--- src/rtl/video_src_mux.sv ---
// video_src_mux
//   Frame-aligned video source selector with an internal test-pattern
//   generator. External streams and the generator are switched only when
//   both the current and the requested source sit outside a frame, so the
//   downstream HDMI path never receives a torn frame. Source index NUM_SRC
//   selects the pattern generator.
//
// Ports
//   clk            pixel/byte clock
//   reset          asynchronous, active-high
//   src_pix        NUM_SRC packed {R,G,B} pixels, stream i at [i*PIX_W +: PIX_W]
//   src_vld        per-stream pixel valid
//   src_in_line    per-stream line-active flag
//   src_in_frame   per-stream frame-active flag
//   sel_req        requested source (values above NUM_SRC mean pattern)
//   pat_mode       pattern select: 0 bars, 1 ramp, 2 checker, 3 solid
//   out_pix        selected pixel (held while out_vld is low)
//   out_vld        selected valid
//   out_in_line    selected line-active flag
//   out_in_frame   selected frame-active flag
//   sel_active     currently committed source
//   switch_pending request differs from committed source, commit not yet done
//   frame_cnt      completed output frames (wraps)
//   debug_pins     {pg_state, switch_pending, out_in_frame, out_in_line,
//                   out_vld, sel_active[1:0]}
module video_src_mux #(
  parameter int NUM_SRC = 2,
  parameter int PIX_W   = 24,
  parameter int HACTIVE = 960,
  parameter int VACTIVE = 1080,
  parameter int HBLANK  = 64,
  parameter int VBLANK  = 16,
  localparam int SW     = $clog2(NUM_SRC + 1)
) (
  input  logic                     clk,
  input  logic                     reset,
  input  logic [NUM_SRC*PIX_W-1:0] src_pix,
  input  logic [NUM_SRC-1:0]       src_vld,
  input  logic [NUM_SRC-1:0]       src_in_line,
  input  logic [NUM_SRC-1:0]       src_in_frame,
  input  logic [SW-1:0]            sel_req,
  input  logic [1:0]               pat_mode,
  output logic [PIX_W-1:0]         out_pix,
  output logic                     out_vld,
  output logic                     out_in_line,
  output logic                     out_in_frame,
  output logic [SW-1:0]            sel_active,
  output logic                     switch_pending,
  output logic [15:0]              frame_cnt,
  output logic [7:0]               debug_pins
);

  localparam int C     = PIX_W / 3;
  localparam int XW    = (HACTIVE > 1) ? $clog2(HACTIVE) : 1;
  localparam int YW    = (VACTIVE > 1) ? $clog2(VACTIVE) : 1;
  localparam int BMAX  = (HBLANK > VBLANK) ? HBLANK : VBLANK;
  localparam int BW    = (BMAX > 1) ? $clog2(BMAX) : 1;
  localparam int BAR_W = (HACTIVE >= 8) ? HACTIVE / 8 : 1;

  localparam logic [XW-1:0] X_LAST  = XW'(HACTIVE - 1);
  localparam logic [YW-1:0] Y_LAST  = YW'(VACTIVE - 1);
  localparam logic [BW-1:0] VB_LAST = BW'(VBLANK - 1);
  localparam logic [BW-1:0] HB_LAST = BW'(HBLANK - 1);
  localparam logic [SW-1:0] PAT_IDX = SW'(NUM_SRC);

  // PG_VBLANK must stay 2'b00 so debug_pins reads zero in reset.
  typedef enum logic [1:0] {
    PG_VBLANK = 2'b00,
    PG_LINE   = 2'b01,
    PG_HBLANK = 2'b10
  } pg_state_t;

  pg_state_t       pg_state;
  logic [XW-1:0]   x;
  logic [YW-1:0]   y;
  logic [BW-1:0]   blk;
  logic [1:0]      mode_q;

  logic            pg_vld;
  logic            pg_in_line;
  logic            pg_in_frame;
  logic [2:0]      pg_bar;
  logic            pg_chk;
  logic [PIX_W-1:0] pg_pix;

  logic [SW-1:0]    sel_tgt;
  logic [PIX_W-1:0] sel_pix;
  logic             sel_vld;
  logic             sel_line;
  logic             sel_frame;
  logic             cur_frame;
  logic             tgt_frame;
  logic             commit;

  // ---------------------------------------------------------------------
  // Pattern generator timing
  // ---------------------------------------------------------------------
  always_ff @(posedge clk or posedge reset) begin
    if (reset) begin
      pg_state <= PG_VBLANK;
      blk      <= '0;
      x        <= '0;
      y        <= '0;
      mode_q   <= '0;
    end else begin
      case (pg_state)
        PG_VBLANK: begin
          if (blk == VB_LAST) begin
            pg_state <= PG_LINE;
            blk      <= '0;
            x        <= '0;
            y        <= '0;
            mode_q   <= pat_mode;   // mode is frozen for the whole frame
          end else begin
            blk <= blk + 1'b1;
          end
        end
        PG_LINE: begin
          if (x == X_LAST) begin
            x        <= '0;
            blk      <= '0;
            pg_state <= (y == Y_LAST) ? PG_VBLANK : PG_HBLANK;
          end else begin
            x <= x + 1'b1;
          end
        end
        PG_HBLANK: begin
          if (blk == HB_LAST) begin
            pg_state <= PG_LINE;
            blk      <= '0;
            y        <= y + 1'b1;
          end else begin
            blk <= blk + 1'b1;
          end
        end
        default: pg_state <= PG_VBLANK;
      endcase
    end
  end

  assign pg_vld      = (pg_state == PG_LINE);
  assign pg_in_line  = (pg_state == PG_LINE);
  assign pg_in_frame = (pg_state != PG_VBLANK);

  // ---------------------------------------------------------------------
  // Pattern content
  // ---------------------------------------------------------------------
  always_comb begin
    pg_bar = (32'(x) / 32'(BAR_W) > 32'd7) ? 3'd7 : 3'(32'(x) / 32'(BAR_W));
    pg_chk = (((32'(x) >> 5) ^ (32'(y) >> 5)) & 32'd1) != 32'd0;
    case (mode_q)
      // Bar order white,yellow,cyan,green,magenta,red,blue,black maps to
      // R = ~bar[1], G = ~bar[2], B = ~bar[0].
      2'd0:    pg_pix = {{C{~pg_bar[1]}}, {C{~pg_bar[2]}}, {C{~pg_bar[0]}}};
      2'd1:    pg_pix = {3{C'(x)}};
      2'd2:    pg_pix = pg_chk ? '1 : '0;
      default: pg_pix = {C'(frame_cnt), {(2*C){1'b0}}};
    endcase
  end

  // ---------------------------------------------------------------------
  // Source selection and commit qualification
  // ---------------------------------------------------------------------
  always_comb begin
    sel_tgt = (sel_req > PAT_IDX) ? PAT_IDX : sel_req;

    sel_pix   = pg_pix;
    sel_vld   = pg_vld;
    sel_line  = pg_in_line;
    sel_frame = pg_in_frame;
    cur_frame = pg_in_frame;
    tgt_frame = pg_in_frame;
    for (int unsigned i = 0; i < NUM_SRC; i++) begin
      if (sel_active == SW'(i)) begin
        sel_pix   = src_pix[i*PIX_W +: PIX_W];
        sel_vld   = src_vld[i];
        sel_line  = src_in_line[i];
        sel_frame = src_in_frame[i];
        cur_frame = src_in_frame[i];
      end
      if (sel_tgt == SW'(i)) begin
        tgt_frame = src_in_frame[i];
      end
    end

    commit = (sel_tgt != sel_active) && !cur_frame && !tgt_frame;
  end

  // ---------------------------------------------------------------------
  // Committed select, output register, frame counter
  // ---------------------------------------------------------------------
  always_ff @(posedge clk or posedge reset) begin
    if (reset) begin
      sel_active     <= '0;
      switch_pending <= 1'b0;
      out_pix        <= '0;
      out_vld        <= 1'b0;
      out_in_line    <= 1'b0;
      out_in_frame   <= 1'b0;
      frame_cnt      <= '0;
    end else begin
      if (commit) begin
        sel_active <= sel_tgt;
      end
      // A request that commits this cycle never shows as pending.
      switch_pending <= (sel_tgt != sel_active) && !commit;

      out_vld      <= sel_vld;
      out_in_line  <= sel_line;
      out_in_frame <= sel_frame;
      if (sel_vld) begin
        out_pix <= sel_pix;
      end

      // Counted on the same edge that drops out_in_frame.
      if (out_in_frame && !sel_frame) begin
        frame_cnt <= frame_cnt + 16'd1;
      end
    end
  end

  assign debug_pins = {pg_state, switch_pending, out_in_frame, out_in_line,
                       out_vld, 2'(sel_active)};

endmodule
--- config.mk ---
export PLATFORM = sky130hd
export DESIGN_NAME = video_src_mux
export DESIGN_NICKNAME = d
export VERILOG_FILES = /design/src/rtl/video_src_mux.sv
export SDC_FILE = /design/constraint.sdc
export NUM_CORES = 1
export LEC_CHECK = 0
export ABC_CLOCK_PERIOD_IN_PS = 3100
export BUFFER_PORTS_ARGS = -buffer_cell sky130_fd_sc_hd__buf_4
export CORE_MARGIN = 2
export CORE_UTILIZATION = 54
export CTS_BUF_LIST = sky130_fd_sc_hd__clkbuf_16
export CTS_CLUSTER_DIAMETER = 40
export DETAILED_ROUTE_END_ITERATION = 8
export GPL_TIMING_DRIVEN = 1
export PLACE_DENSITY = 0.8
export REMOVE_ABC_BUFFERS = 1
export SKIP_LAST_GASP = 1
export SLEW_MARGIN = 25
export SYNTH_ARGS = -nofsm -noshare
export SYNTH_HDL_FRONTEND = slang
export SYNTH_SLANG_ARGS = --single-unit
--- constraint.sdc ---
create_clock -name clk -period 3.1 [get_ports clk]
set_input_delay 0.465 -clock clk [delete_from_list [all_inputs] [get_ports clk]]
set_output_delay 0.465 -clock clk [all_outputs]
set_load 0.005 [all_outputs]
# After elaboration in Yosys (flattened, before gate mapping)
# Cells that the tools add are included.
dict set report op_classes {
  n_addsub 4
  div_mod_pow 1
  order_cmp 2
  n_eq_ne 14
  mux 29
  n_bitwise 4
  reduce_logical 20
}
# cell count
set op_table {}
lappend op_table {{$mux W24} 3}
lappend op_table {{$pmux W24 S3} 1}
lappend op_table {{$div A10 B7 Y32 const B} 1}
lappend op_table {{$gt A32 B3 Y1 const B} 1}
lappend op_table {{$mux W11} 2}
lappend op_table {{$pmux W11 S2} 1}
lappend op_table {{$mux W10} 2}
lappend op_table {{$pmux W10 S2} 1}
lappend op_table {{$mux W6} 3}
lappend op_table {{$pmux W6 S3} 1}
lappend op_table {{$add A16 B1 Y16 const B} 1}
lappend op_table {{$add A11 B1 Y11 const B} 1}
lappend op_table {{$eq A11 B11 Y1 const B} 1}
lappend op_table {{$add A10 B1 Y10 const B} 1}
lappend op_table {{$eq A10 B10 Y1 const B} 1}
lappend op_table {{$mux W2} 5}
lappend op_table {{$eq A2 B1 Y1 const B} 4}
lappend op_table {{$logic_not A2 Y1} 4}
lappend op_table {{$mux W1} 8}
lappend op_table {{$add A6 B1 Y6 const B} 1}
lappend op_table {{$eq A6 B4 Y1 const B} 1}
lappend op_table {{$eq A6 B6 Y1 const B} 1}
lappend op_table {{$pmux W2 S3} 1}
lappend op_table {{$reduce_and A2 Y1} 3}
lappend op_table {{13 further kinds} 25}
dict set report word_totals {
  reg_bits 77
  in_bits 60
  wordCells 86
}

# Depth between registers and ports, before layout
# Gate-level depths: netlist of the first run.
dict set report depth {
  depth_word 9
  depth_mapped 8
}

# Worst setup path after synthesis of the first run
# OpenSTA, ideal clock, no wires.
dict set report synth_path {
  path_type {flip-flop to flip-flop}
  startpoint {register pg_state[0]}
  endpoint {register frame_cnt[13]}
  arrival_ns 1.807
  required_time_ns 3.020
  setup_slack_ns 1.213
  path_stages_with_launch 9
  path_buffers 1
  cell_sequence {dfrtp_1 inv_1 ha_1 clkbuf_1 and3_1 a31oi_1 nor2_1 nand4_1 xnor2_1}
}
dict set report synth_between {
  elab_chain_len 5
}
# element line
set synth_lines {}
lappend synth_lines {{from (decl)} 73} ;# pg_state_t pg_state;
lappend synth_lines {{from (signal assigned)} 122} ;# pg_state <= (y == Y_LAST) ? PG_VBLANK : PG_HBLANK;
lappend synth_lines {{$reduce_bool A2 Y1} 143} ;# assign pg_in_frame = (pg_state != PG_VBLANK);
lappend synth_lines {{$mux W1 (2 in a row)} 174} ;# if (sel_active == SW'(i)) begin
lappend synth_lines {{$logic_not A1 Y1} 216} ;# if (out_in_frame && !sel_frame) begin
lappend synth_lines {{$logic_and A1 B1 Y1} 216}
lappend synth_lines {{to (signal assigned)} 217} ;# frame_cnt <= frame_cnt + 16'd1;
lappend synth_lines {{to (decl)} 49} ;# output logic [15:0] frame_cnt,
# No other way between the ends.
# A chain may end at the register's enable or synchronous reset.

# Worst setup path in the final report of the first run
dict set report layout_path {
  startpoint {register sel_active[0]}
  endpoint {register out_pix[6]}
}
dict set report layout_between {
  elab_chain_len 3
  word_cells_on_any_way 6
}
# element line
set layout_lines {}
lappend layout_lines {{from (decl)} 47} ;# output logic [SW-1:0] sel_active,
lappend layout_lines {{from (signal assigned)} 203} ;# sel_active <= sel_tgt;
lappend layout_lines {{$logic_not A2 Y1} 174}
lappend layout_lines {{$mux W24 / $mux W1 (equally long branches) (2 in a row)} 174}
lappend layout_lines {{to (signal assigned)} 212} ;# out_pix <= sel_pix;
lappend layout_lines {{to (decl)} 43} ;# output logic [PIX_W-1:0] out_pix,
# Several ways; a longest one is shown, not always the timed one.

==> summary.md, run 1 <==
| Metric | Value |
|---|---|
| Result of the run | `finished, final reports clean` |
| Post-CTS Repair Setup Buffers | `0` |
| TritonCTS Sinks | `77` |
| H-tree lvl count | `3` |
| Critical path data arrival time | `2.43 ns` |
| Synthesized cell area | `4570 sq um` |
| Internal Pwr Total | `2.65 mW` |
| Post-route clock skew | `0.00538 ns` |
| Transition time of the tightest slew-check pin | `0.838 ns` |
| Vias in the first global route | `3,812` |
| Pin count of the biggest net entering global routing | `46` |
| Required time at the worst-slack endpoint | `3.29 ns` |
| Number of enable flip-flop cells after synthesis | `0` |
| Worst setup EP type | `flop` |
| Drt initial violations | `323` |
| Antenna cells | `0` |
| Post-detailed-route DRC marker count | `0` |
| Clk slew on worst S/H paths | `0.06 ns` |
| Reg power frac | `0.360` |
| Iteration count of the initial detailed-routing pass | `7` |
| DP HPWL | `8.38 mm` |
| Sum of routed wire length over all layers | `11.4 mm` |
| Die Height | `96.0 um` |
| First-pass GRT wire length | `18.0 mm` |
| # port buffers | `113` |
| Final slew viol count | `0` |
| Hold_buf cts | `0` |
| Final worst slack | `0.867 ns` |
| Area of the placeable core | `8220 sq um` |
| Horizontal extent of the die | `96.0 um` |
| Via Count | `4,190` |
| Area growth syn-to-layout | `26.3%` |
| Routability congestion estimate | `0.857` |
| Number of failing setup endpoints in the final timing report | `0` |
| Number of nets with antenna violations after routing | `0` |
| Setup slack at placement | `0.864 ns` |
| Post-CTS Resized | `0` |
| Unrepaired setup endpoints after global routing | `false` |
| Number of placed I/O pins | `114` |
| Peak VDD IR | `0.374 mV` |
| Mapped Cells | `504` |
| Worst-Skew Late Latency | `0.33 ns` |
| Count of fill cells added during filler insertion | `588` |
| Count of max-cap constraint violations | `0` |
| Synthesis Warnings | `0` |
| Fin. Hold Viols | `0` |
| Synth cell types | `57` |
| Worst Reg-to-Reg Cells | `5` |
| Number of vias per cell | `5.89` |
| Sort of element at the start of the critical path | `flop` |
| Placement Rows | `33` |
| Top flip-flop cell by instance count after synthesis | `sky130_fd_sc_hd__dfrtp_1` |
| Wirelength per Cell | `16.1 um` |
| Fin nets | `671` |
| Buffer type at the clock tree root | `sky130_fd_sc_hd__clkbuf_16` |
| Global route total overflow | `0` |
| Initial standard-cell utilization of the core | `0.556` |
| Overall power consumption | `3.97 mW` |
| Largest fanout of any net on the critical path | `26` |
| Number of register bits inferred by synthesis | `77` |
| Final worst path period share | `0.720` |
| Critical path type | `reg2reg` |
| GRT Total Usage | `0.251` |
| Kind of path behind the tightest hold check | `in2async` |
| Share of synthesized registers carrying an async set or reset | `1.00` |
| Max-slew headroom | `0.440` |
| Switch Pwr | `1.32 mW` |
| Most common library cell in the layout ignoring fill and taps | `sky130_fd_sc_hd__buf_4` |
| Power share of the combinational group | `0.355` |
| CTS tree | `done` |
| Antenna violations before repair | `0` |
| Share of final-layout standard cells stronger than drive strength 1 | `0.249` |
| Number of buffers added by the clock tree synthesis step | `9` |
| Share of total power consumed by net switching | `0.333` |
| Power per unit of standard cell area | `688 nW/um^2` |
| Leakage component of the power | `2.60 nW` |
| Most frequent cells in the layout | `sky130_fd_sc_hd__buf_4 (118), sky130_fd_sc_hd__dfrtp_1 (76), sky130_fd_sc_hd__nand2_1 (52)` |
| Maximum clock frequency | `448 MHz` |
| Maximum count of clock buffers along a single path | `2` |
| Time the final worst path needs with I/O delays and setup | `2.23 ns` |
| Sequential-to-total area share from yosys stat | `0.422` |
| Clk network pwr share | `0.285` |
| Average size of a mapped cell | `9.07 sq um` |
| Full die area | `9210 sq um` |
sequential cells by signal (all words and copies together), names as in the netlist:
name and flops:
blk 6, frame_cnt 16, mode_q 2, out_in_frame 1, out_in_line 1, out_pix 24
out_vld 1, pg_state 2, sel_active 2, switch_pending 1, x 10, y 11
critical path, cell delays in order (launching register included):
cell and delay, ns:
sky130_fd_sc_hd__dfrtp_2 0.49, sky130_fd_sc_hd__mux2_2 0.39, sky130_fd_sc_hd__mux2i_4 0.57, sky130_fd_sc_hd__nor3b_1 0.17, sky130_fd_sc_hd__a222oi_1 0.34, sky130_fd_sc_hd__o21ai_0 0.14
layout make-up:
| type | instances | area, sq um | area share |
|---|---|---|---|
| multi-input cells | 381 | 2430 | 0.421 |
| inverters | 13 | 48.8 | 0.00846 |
| clock buffers | 9 | 225 | 0.0390 |
| well taps | 105 | 131 | 0.0228 |
| repair buffers | 119 | 906 | 0.157 |
| clock inverters | 7 | 100 | 0.0173 |
| flip-flops and latches | 77 | 1930 | 0.334 |
worst paths after layout:
check                         startpoint            end  slack, ns
max in group asynchronous          reset           y[6]       2.17
min in group clk             pat_mode[0]      mode_q[0]       0.38
max reg2reg                sel_active[0]     out_pix[6]       0.87
max                        sel_active[0]     out_pix[6]       0.87
min                                reset  sel_active[0]       0.25
min reg2reg                  out_pix[12]    out_pix[12]       0.48
kinds of logic after synthesis:
logic type / share of synthesized area
fa+ha+maj: 0.0274
xor+xnor: 0.0537
mux: 0.0600
buf+inv: 0.0485
flops: 0.422
simple gates: 0.195
compound gates: 0.194
metrics by stage:
| step | std cells | hold slack, ns | utilization | TNS, ns | instance area (sq um) |
|---|---|---|---|---|---|
| 2_1_floorplan | 471 | 0.463 | - | -0.879 | 4400 |
| 3_3_place_gp | 695 | 0.463 | 0.663 | 0 | 5440 |
| 3_5_place_dp | 695 | 0.469 | 0.663 | 0 | 5440 |
| 4_1_cts | 711 | 0.272 | 0.702 | 0 | 5770 |
| 5_1_grt | 711 | 0.303 | 0.702 | 0 | 5770 |
| 6_report | 711 | 0.249 | 0.702 | 0 | 5770 |
cell usage after synthesis, types with 9 or more instances:
library cell | instances | share of area
sky130_fd_sc_hd__nor2_1 | 41 | 0.034
sky130_fd_sc_hd__a211oi_1 | 10 | 0.016
sky130_fd_sc_hd__ha_1 | 10 | 0.027
sky130_fd_sc_hd__buf_4 | 9 | 0.015
sky130_fd_sc_hd__nor3_1 | 12 | 0.013
sky130_fd_sc_hd__clkbuf_1 | 16 | 0.013
sky130_fd_sc_hd__nor2b_1 | 10 | 0.014
sky130_fd_sc_hd__a21oi_1 | 20 | 0.022
sky130_fd_sc_hd__xnor2_1 | 16 | 0.031
sky130_fd_sc_hd__o21ai_0 | 47 | 0.051
sky130_fd_sc_hd__xor2_1 | 12 | 0.023
sky130_fd_sc_hd__a22oi_1 | 10 | 0.016
sky130_fd_sc_hd__nand3_1 | 31 | 0.034
sky130_fd_sc_hd__dfrtp_1 | 77 | 0.42
sky130_fd_sc_hd__mux2i_1 | 17 | 0.037
sky130_fd_sc_hd__inv_1 | 13 | 0.011
sky130_fd_sc_hd__nand2_1 | 52 | 0.043
sky130_fd_sc_hd__o211ai_1 | 9 | 0.015
layer usage:
metal | vias to the layer above | share of wire | GRT usage
li1 | 2018 | - | -
met1 | 1996 | 0.45 | 0.346
met2 | 163 | 0.48 | 0.404
met3 | 13 | 0.060 | 0.0462
met4 | 0 | 0.011 | 0.0750
met5 | - | 0 | 0
power by group through the flow:
stage                     logic (mW)  registers [mW]  clock network, mW
final                           1.41            1.43               1.13
after global routing            1.57            1.46               1.19
after CTS                       1.41            1.43               1.14
after detailed placement        1.41            1.44                  0
after global placement          1.37            1.44                  0
after floorplan                0.607            1.51                  0
Note: power is estimated with default switching activity, not from simulation.
==> run 2, diff against run 1 <==
- ABC_CLOCK_PERIOD_IN_PS: 3100 -> 1800
- CORE_UTILIZATION: 54 -> 49
- PLACE_DENSITY: 0.8 -> 0.76
- clock period: 3.1 -> 1.8 ns (I/O delays scaled with it)
==> summary.md, run 2 (synthesis gave the netlist of run 1 again) <==
| Metric | Value |
|---|---|
| Antenna cells | `0 (unchanged)` |
| Largest reg by FF count | `out_pix (unchanged)` |
| Horizontal extent of the die | `101 um (was 96.0 um)` |
| Vias in the first global route | `4,247 (was 3,812)` |
| Most common library cell in the layout ignoring fill and taps | `sky130_fd_sc_hd__buf_4 (unchanged)` |
| Crit-path leading delay family | `buffers and inverters (was multiplexers)` |
| Wirelength per Cell | `16.2 um (was 16.1 um)` |
| Fin. Hold Viols | `0 (unchanged)` |
| TritonCTS Sinks | `77 (unchanged)` |
| H-tree lvl count | `3 (unchanged)` |
| Met2 routing resource usage after global routing | `0.419 (was 0.404)` |
| Final worst path period share | `0.970 (was 0.720)` |
| Post-detailed-route DRC marker count | `0 (unchanged)` |
| Reg-to-reg slack, setup | `0.05 ns (was 0.87 ns)` |
| Pin count of the biggest net entering global routing | `78 (was 46)` |
| Area growth syn-to-layout | `38.6% (was 26.3%)` |
| Count of max-cap constraint violations | `0 (unchanged)` |
| Met3 capacity usage during global routing | `0.0492 (was 0.0462)` |
| Transition time of the tightest slew-check pin | `0.420 ns (was 0.838 ns)` |
| Result of the run | `finished, final reports clean (unchanged)` |
| Buffer type at the clock tree root | `sky130_fd_sc_hd__clkbuf_16 (unchanged)` |
| Capturing point of the worst reg2reg path | `frame_cnt[13] (was out_pix[6])` |
| Number of buffers added by the clock tree synthesis step | `9 (unchanged)` |
| Most numerous cell on the critical path | `sky130_fd_sc_hd__buf_4` |
| Initial standard-cell utilization of the core | `0.499 (was 0.556)` |
| Placement Rows | `35 (was 33)` |
| Peak VDD IR | `0.532 mV (was 0.374 mV)` |
| Fin nets | `726 (was 671)` |
| Number of placed I/O pins | `114 (unchanged)` |
| Share of final-layout standard cells stronger than drive strength 1 | `0.351 (was 0.249)` |
| Critical path type | `reg2reg (unchanged)` |
| Iteration count of the initial detailed-routing pass | `5 (was 7)` |
| Routability congestion estimate | `0.982 (was 0.857)` |
| Worst-Skew Late Latency | `0.34 ns (was 0.33 ns)` |
| Required time at the worst-slack endpoint | `2.02 ns (was 3.29 ns)` |
| Critical path data arrival time | `1.97 ns (was 2.43 ns)` |
| Sort of element at the start of the critical path | `flop (unchanged)` |
| GRT Total Usage | `0.247 (was 0.251)` |
| Kind of path behind the tightest hold check | `in2async (unchanged)` |
| Antenna violations before repair | `0 (unchanged)` |
| Most frequent cells in the layout | `sky130_fd_sc_hd__buf_4 (165), sky130_fd_sc_hd__dfrtp_1 (70), sky130_fd_sc_hd__nand2_1 (52) (was sky130_fd_sc_hd__buf_4 (118), sky130_fd_sc_hd__dfrtp_1 (76), sky130_fd_sc_hd__nand2_1 (52))` |
| First-pass GRT wire length | `19.9 mm (was 18.0 mm)` |
| Maximum count of clock buffers along a single path | `2 (unchanged)` |
| Number of nets with antenna violations after routing | `0 (unchanged)` |
| Time the final worst path needs with I/O delays and setup | `1.75 ns (was 2.23 ns)` |
| Maximum clock frequency | `573 MHz (was 448 MHz)` |
| Unrepaired setup endpoints after global routing | `true (was false)` |
| Area of the placeable core | `9150 sq um (was 8220 sq um)` |
| Slowest CP cell | `sky130_fd_sc_hd__dfrtp_2 (was sky130_fd_sc_hd__mux2i_4)` |
| Worst Reg-to-Reg Cells | `8 (was 5)` |
| Count of fill cells added during filler insertion | `706 (was 588)` |
| Delay of the slowest cell on the worst path | `0.45 ns (was 0.57 ns)` |
| Peak-usage layer in the global routing report | `met2 (unchanged)` |
| Die Height | `101 um (was 96.0 um)` |
| Global-route track usage on met1 | `0.317 (was 0.346)` |
| Drt initial violations | `268 (was 323)` |
| Global route total overflow | `0 (unchanged)` |
| Buffers and inverters on the worst path | `3 (was 0)` |
| Via Count | `4,460 (was 4,190)` |
| Max-slew headroom | `0.719 (was 0.440)` |
| Number of flip-flops under the largest register name | `24 (unchanged)` |
| Leakage component of the power | `2.89 nW (was 2.60 nW)` |
| Overall power consumption | `6.87 mW (was 3.97 mW)` |
| # port buffers | `113 (unchanged)` |
| DP HPWL | `8.92 mm (was 8.38 mm)` |
| Sum of routed wire length over all layers | `12.5 mm (was 11.4 mm)` |
| Post-route clock skew | `0.00402 ns (was 0.00538 ns)` |
| Biggest registers after layout | `out_pix x24, frame_cnt x16, y x11 (unchanged)` |
| CTS tree | `done (unchanged)` |
| Number of vias per cell | `5.78 (was 5.89)` |
| Clk slew on worst S/H paths | `0.06 ns (about the same)` |
| Reg-to-reg startpoint | `sel_active[0] (unchanged)` |
| Total Negative Setup Slacks | `0 ns (unchanged)` |
| Largest fanout of any net on the critical path | `6 (was 26)` |
| Worst setup EP type | `flop (unchanged)` |
| Power per unit of standard cell area | `1080 nW/um^2 (was 688 nW/um^2)` |
| Crit-path cells | `buf_4 -> mux2i_1 -> a31oi_1 -> buf_4 -> nor2_1 -> buf_4 -> nand4_1 -> xnor2_1 (was mux2_2 -> mux2i_4 -> nor3b_1 -> a222oi_1 -> o21ai_0)` |
| Final slew viol count | `0 (unchanged)` |
| Full die area | `10,100 sq um (was 9210 sq um)` |
| Number of failing setup endpoints in the final timing report | `0 (unchanged)` |
[run 2: changes by cell type in the layout (fill, tap and decap cells not counted), moves of 4 or more]
cell / delta
sky130_fd_sc_hd__o21ai_1: +7
sky130_fd_sc_hd__buf_4: +47
sky130_fd_sc_hd__dfrtp_2: +6
sky130_fd_sc_hd__buf_6: +4
sky130_fd_sc_hd__o21ai_0: -8
sky130_fd_sc_hd__dfrtp_1: -6
[run 2: cell type report]
cell class                      count  area (sq um)  share of cell area
Inverter                           13          48.8             0.00771
Clock inverter                      7          67.6              0.0107
Sequential cell                    77          1940               0.306
Timing Repair Buffer              173          1360               0.215
Clock buffer                        9           225              0.0356
Multi-Input combinational cell    382          2560               0.404
Tap cell                          111           139              0.0219
[run 2: stage by stage]
step	hold WS [ns]	setup WS (ns)	cells	area, sq um	utilization
floorplan	0.420	-1.50	471	4400	-
global placement	0.398	0.0179	744	5790	0.632
detailed placement	0.403	-0.0615	744	5790	0.632
CTS	0.0464	0.00820	760	6090	0.665
global route	0.0611	-0.0457	772	6330	0.692
finish	0.0176	0.0537	772	6330	0.692
[run 2: worst max path at each step]
stage | start | endpoint | cells past startpoint
final | sel_active[0] | frame_cnt[13] | 8
after global routing | sel_active[0] | sel_active[0] | 6
after CTS | x[0] | blk[3] | 6
after detailed placement | pg_state[0] | x[8] | 7
after global placement | pg_state[0] | y[8] | 7
after floorplan | sel_active[0] | out_pix[0] | 5
[run 2: repair_timing]
action,4_1_cts,5_1_grt
setup buffers,0,11
cloned,0,1
hold buffers,0,0
pin swaps,0,8
setup endpoints to repair,7,61
gates resized for setup,3,42
[run 2: per-layer routing]
layer,share of wire,wire length [um]
met2,0.50,6280
met1,0.43,5340
met3,0.060,749
met4,0.014,176
met5,0,0
[run 2: power breakdown]
part           switching (mW)  internal, mW  leakage (nW)  total, mW
registers               0.293          2.12         0.979       2.42
clock network           0.724          1.07         0.143       1.79
logic                    1.27          1.39          1.77       2.66
total                    2.29          4.58          2.89       6.87
[run 2: tightest hold or removal path: stages]
cell and delay (ns):
sky130_fd_sc_hd__buf_4 0.11, sky130_fd_sc_hd__inv_2 0.06, sky130_fd_sc_hd__buf_12 0.33
==> run 3, diff against run 2 <==
- CAP_MARGIN: unset -> 20
- CORE_ASPECT_RATIO: unset -> 0.8
==> summary.md, run 3 (synthesis gave the netlist of run 1 again) <==
| Metric | Value |
|---|---|
| Tightest hold margin | `0.175 ns (was 0.0176 ns)` |
| Number of nets with antenna violations after routing | `0 (unchanged)` |
| Fin. Hold Viols | `0 (unchanged)` |
| Full die area | `10,100 sq um (about the same)` |
| Number of failing setup endpoints in the final timing report | `3 (was 0)` |
| Sort of element at the start of the critical path | `flop (unchanged)` |
| Worst setup EP type | `flop (unchanged)` |
| Count of fill cells added during filler insertion | `680 (was 706)` |
| Most common library cell in the layout ignoring fill and taps | `sky130_fd_sc_hd__buf_4 (unchanged)` |
| Critical path data arrival time | `2.00 ns (was 1.97 ns)` |
| Count of max-cap constraint violations | `0 (unchanged)` |
| Post-detailed-route DRC marker count | `0 (unchanged)` |
| Final worst path period share | `1.00 (was 0.970)` |
| Drt initial violations | `315 (was 268)` |
| Final slew viol count | `0 (unchanged)` |
| Number of placed I/O pins | `114 (unchanged)` |
| Initial standard-cell utilization of the core | `0.503 (was 0.499)` |
| Max-slew headroom | `0.668 (was 0.719)` |
| Placement Rows | `31 (was 35)` |
| TritonCTS Sinks | `77 (unchanged)` |
| Area growth syn-to-layout | `40.1% (was 38.6%)` |
| Unrepaired setup endpoints after global routing | `true (unchanged)` |
| Iteration count of the initial detailed-routing pass | `7 (was 5)` |
| Reg-to-reg slack, setup | `-0.007 ns (was 0.05 ns)` |
| Kind of path behind the tightest hold check | `in2reg (was in2async)` |
| Wirelength per Cell | `17.3 um (was 16.2 um)` |
| Transition time of the tightest slew-check pin | `0.497 ns (was 0.420 ns)` |
| Via Count | `4,539 (was 4,460)` |
| Post-route clock skew | `0.00820 ns (was 0.00402 ns)` |
| Pin count of the biggest net entering global routing | `37 (was 78)` |
| Result of the run | `finished with violations (was finished, final reports clean)` |
| Antenna violations before repair | `0 (unchanged)` |
| Buffer type at the clock tree root | `sky130_fd_sc_hd__clkbuf_16 (unchanged)` |
| Area of the placeable core | `9080 sq um (was 9150 sq um)` |
| Peak VDD IR | `0.696 mV (was 0.532 mV)` |
| Maximum clock frequency | `553 MHz (was 573 MHz)` |
| DP HPWL | `9.55 mm (was 8.92 mm)` |
| # port buffers | `113 (unchanged)` |
| Time the final worst path needs with I/O delays and setup | `1.81 ns (was 1.75 ns)` |
| Routability congestion estimate | `0.930 (was 0.982)` |
| Leakage component of the power | `2.96 nW (was 2.89 nW)` |
| Power per unit of standard cell area | `1150 nW/um^2 (was 1080 nW/um^2)` |
| Most frequent cells in the layout | `sky130_fd_sc_hd__buf_4 (173), sky130_fd_sc_hd__dfrtp_1 (73), sky130_fd_sc_hd__nand2_1 (52) (was sky130_fd_sc_hd__buf_4 (165), sky130_fd_sc_hd__dfrtp_1 (70), sky130_fd_sc_hd__nand2_1 (52))` |
| Largest reg by FF count | `out_pix (unchanged)` |
| GRT Total Usage | `0.257 (was 0.247)` |
| Die Height | `90.4 um (was 101 um)` |
| Critical path type | `reg2reg (unchanged)` |
| Final worst slack | `-0.00703 ns (was 0.0537 ns)` |
| Largest fanout of any net on the critical path | `6 (unchanged)` |
| Required time at the worst-slack endpoint | `1.99 ns (was 2.02 ns)` |
| First-pass GRT wire length | `21.4 mm (was 19.9 mm)` |
| H-tree lvl count | `3 (unchanged)` |
| Horizontal extent of the die | `112 um (was 101 um)` |
| Share of final-layout standard cells stronger than drive strength 1 | `0.340 (was 0.351)` |
| Biggest registers after layout | `out_pix x24, frame_cnt x16, y x11 (unchanged)` |
| Number of buffers added by the clock tree synthesis step | `9 (unchanged)` |
| Antenna cells | `0 (unchanged)` |
| Global route total overflow | `0 (unchanged)` |
| CTS tree | `done (unchanged)` |
| Maximum count of clock buffers along a single path | `2 (unchanged)` |
| Fin nets | `732 (was 726)` |
| Final Core Density | `0.706 (was 0.692)` |
| Worst-Skew Late Latency | `0.33 ns (was 0.34 ns)` |
| Sum of routed wire length over all layers | `13.5 mm (was 12.5 mm)` |
| Clk slew on worst S/H paths | `0.06 ns (about the same)` |
| Number of flip-flops under the largest register name | `24 (unchanged)` |
| Violations in the final reports | `negative setup slack` |
| Vias in the first global route | `4,300 (was 4,247)` |
| Number of vias per cell | `5.80 (was 5.78)` |
run 3: cell types whose count changed in the layout (fill, tap and decap cells not counted), moves of 3 or more:
cell / delta
sky130_fd_sc_hd__dfrtp_2: -3
sky130_fd_sc_hd__buf_6: -3
sky130_fd_sc_hd__dfrtp_1: +3
sky130_fd_sc_hd__nand3_1: +3
sky130_fd_sc_hd__nand3_2: -3
sky130_fd_sc_hd__buf_4: +8
run 3: area by class of cell:
class	count	area, sq um	area share
timing repair buffer	180	1430	0.223
multi-input combinational	381	2510	0.392
inverter	13	48.8	0.00762
clock buffer	9	225	0.0352
clock inverter	7	120	0.0188
tap	115	144	0.0225
sequential	77	1930	0.302
run 3: worst max-delay path, cell delays in order, from the launching register on:
cell	delay, ns
sky130_fd_sc_hd__dfrtp_2	0.45
sky130_fd_sc_hd__buf_4	0.17
sky130_fd_sc_hd__o311ai_0	0.37
sky130_fd_sc_hd__o211ai_1	0.23
sky130_fd_sc_hd__nand4b_1	0.30
sky130_fd_sc_hd__o211ai_1	0.14
run 3: report_power, final:
| part | switching [mW] | internal (mW) | total (mW) |
|---|---|---|---|
| sequential | 0.309 | 2.12 | 2.43 |
| clock | 0.735 | 1.36 | 2.10 |
| combinational | 1.37 | 1.46 | 2.83 |
| total | 2.41 | 4.95 | 7.36 |
run 3: final timing paths:
kind,start,endpoint,cells after the start
max,x[5],out_pix[1],5
min,pat_mode[0],mode_q[0],2
max reg2reg,x[5],out_pix[1],5
min reg2reg,out_pix[11],out_pix[11],2
max in group asynchronous,reset,x[9],4
min in group asynchronous,reset,frame_cnt[11],3
run 3: stage by stage:
stage	setup TNS [ns]	worst slack (ns)	cells	total power, mW	cell area (sq um)
after floorplan	-75.78	-1.50	471	3.65	4400
after global routing	-0.427	-0.0691	782	7.73	6400
after detailed placement	-0.407	-0.0744	756	5.11	5860
final	-0.0141	-0.00703	782	7.36	6400
after CTS	-0.0116	-0.0116	774	7.25	6240
after global placement	0	0.00500	756	5.02	5860
run 3: routing by layer:
metal	global-route usage	part of all wire	wire length [um]	vias to the layer above
met5	0	0	0	-
met4	0.0661	0.017	226	0
met3	0.0490	0.069	939	25
met2	0.429	0.49	6660	187
met1	0.347	0.42	5720	2191
li1	-	-	-	2136
run 3: what timing repair did:
action                                 in CTS  in global routing
cloned                                      0                  1
setup endpoints to repair                  32                 45
hold buffers                                1                  0
endpoints found under the hold margin      18                  0
pin swaps                                   0                  9
buffers inserted                            1                  7
gates resized for setup                     6                 29
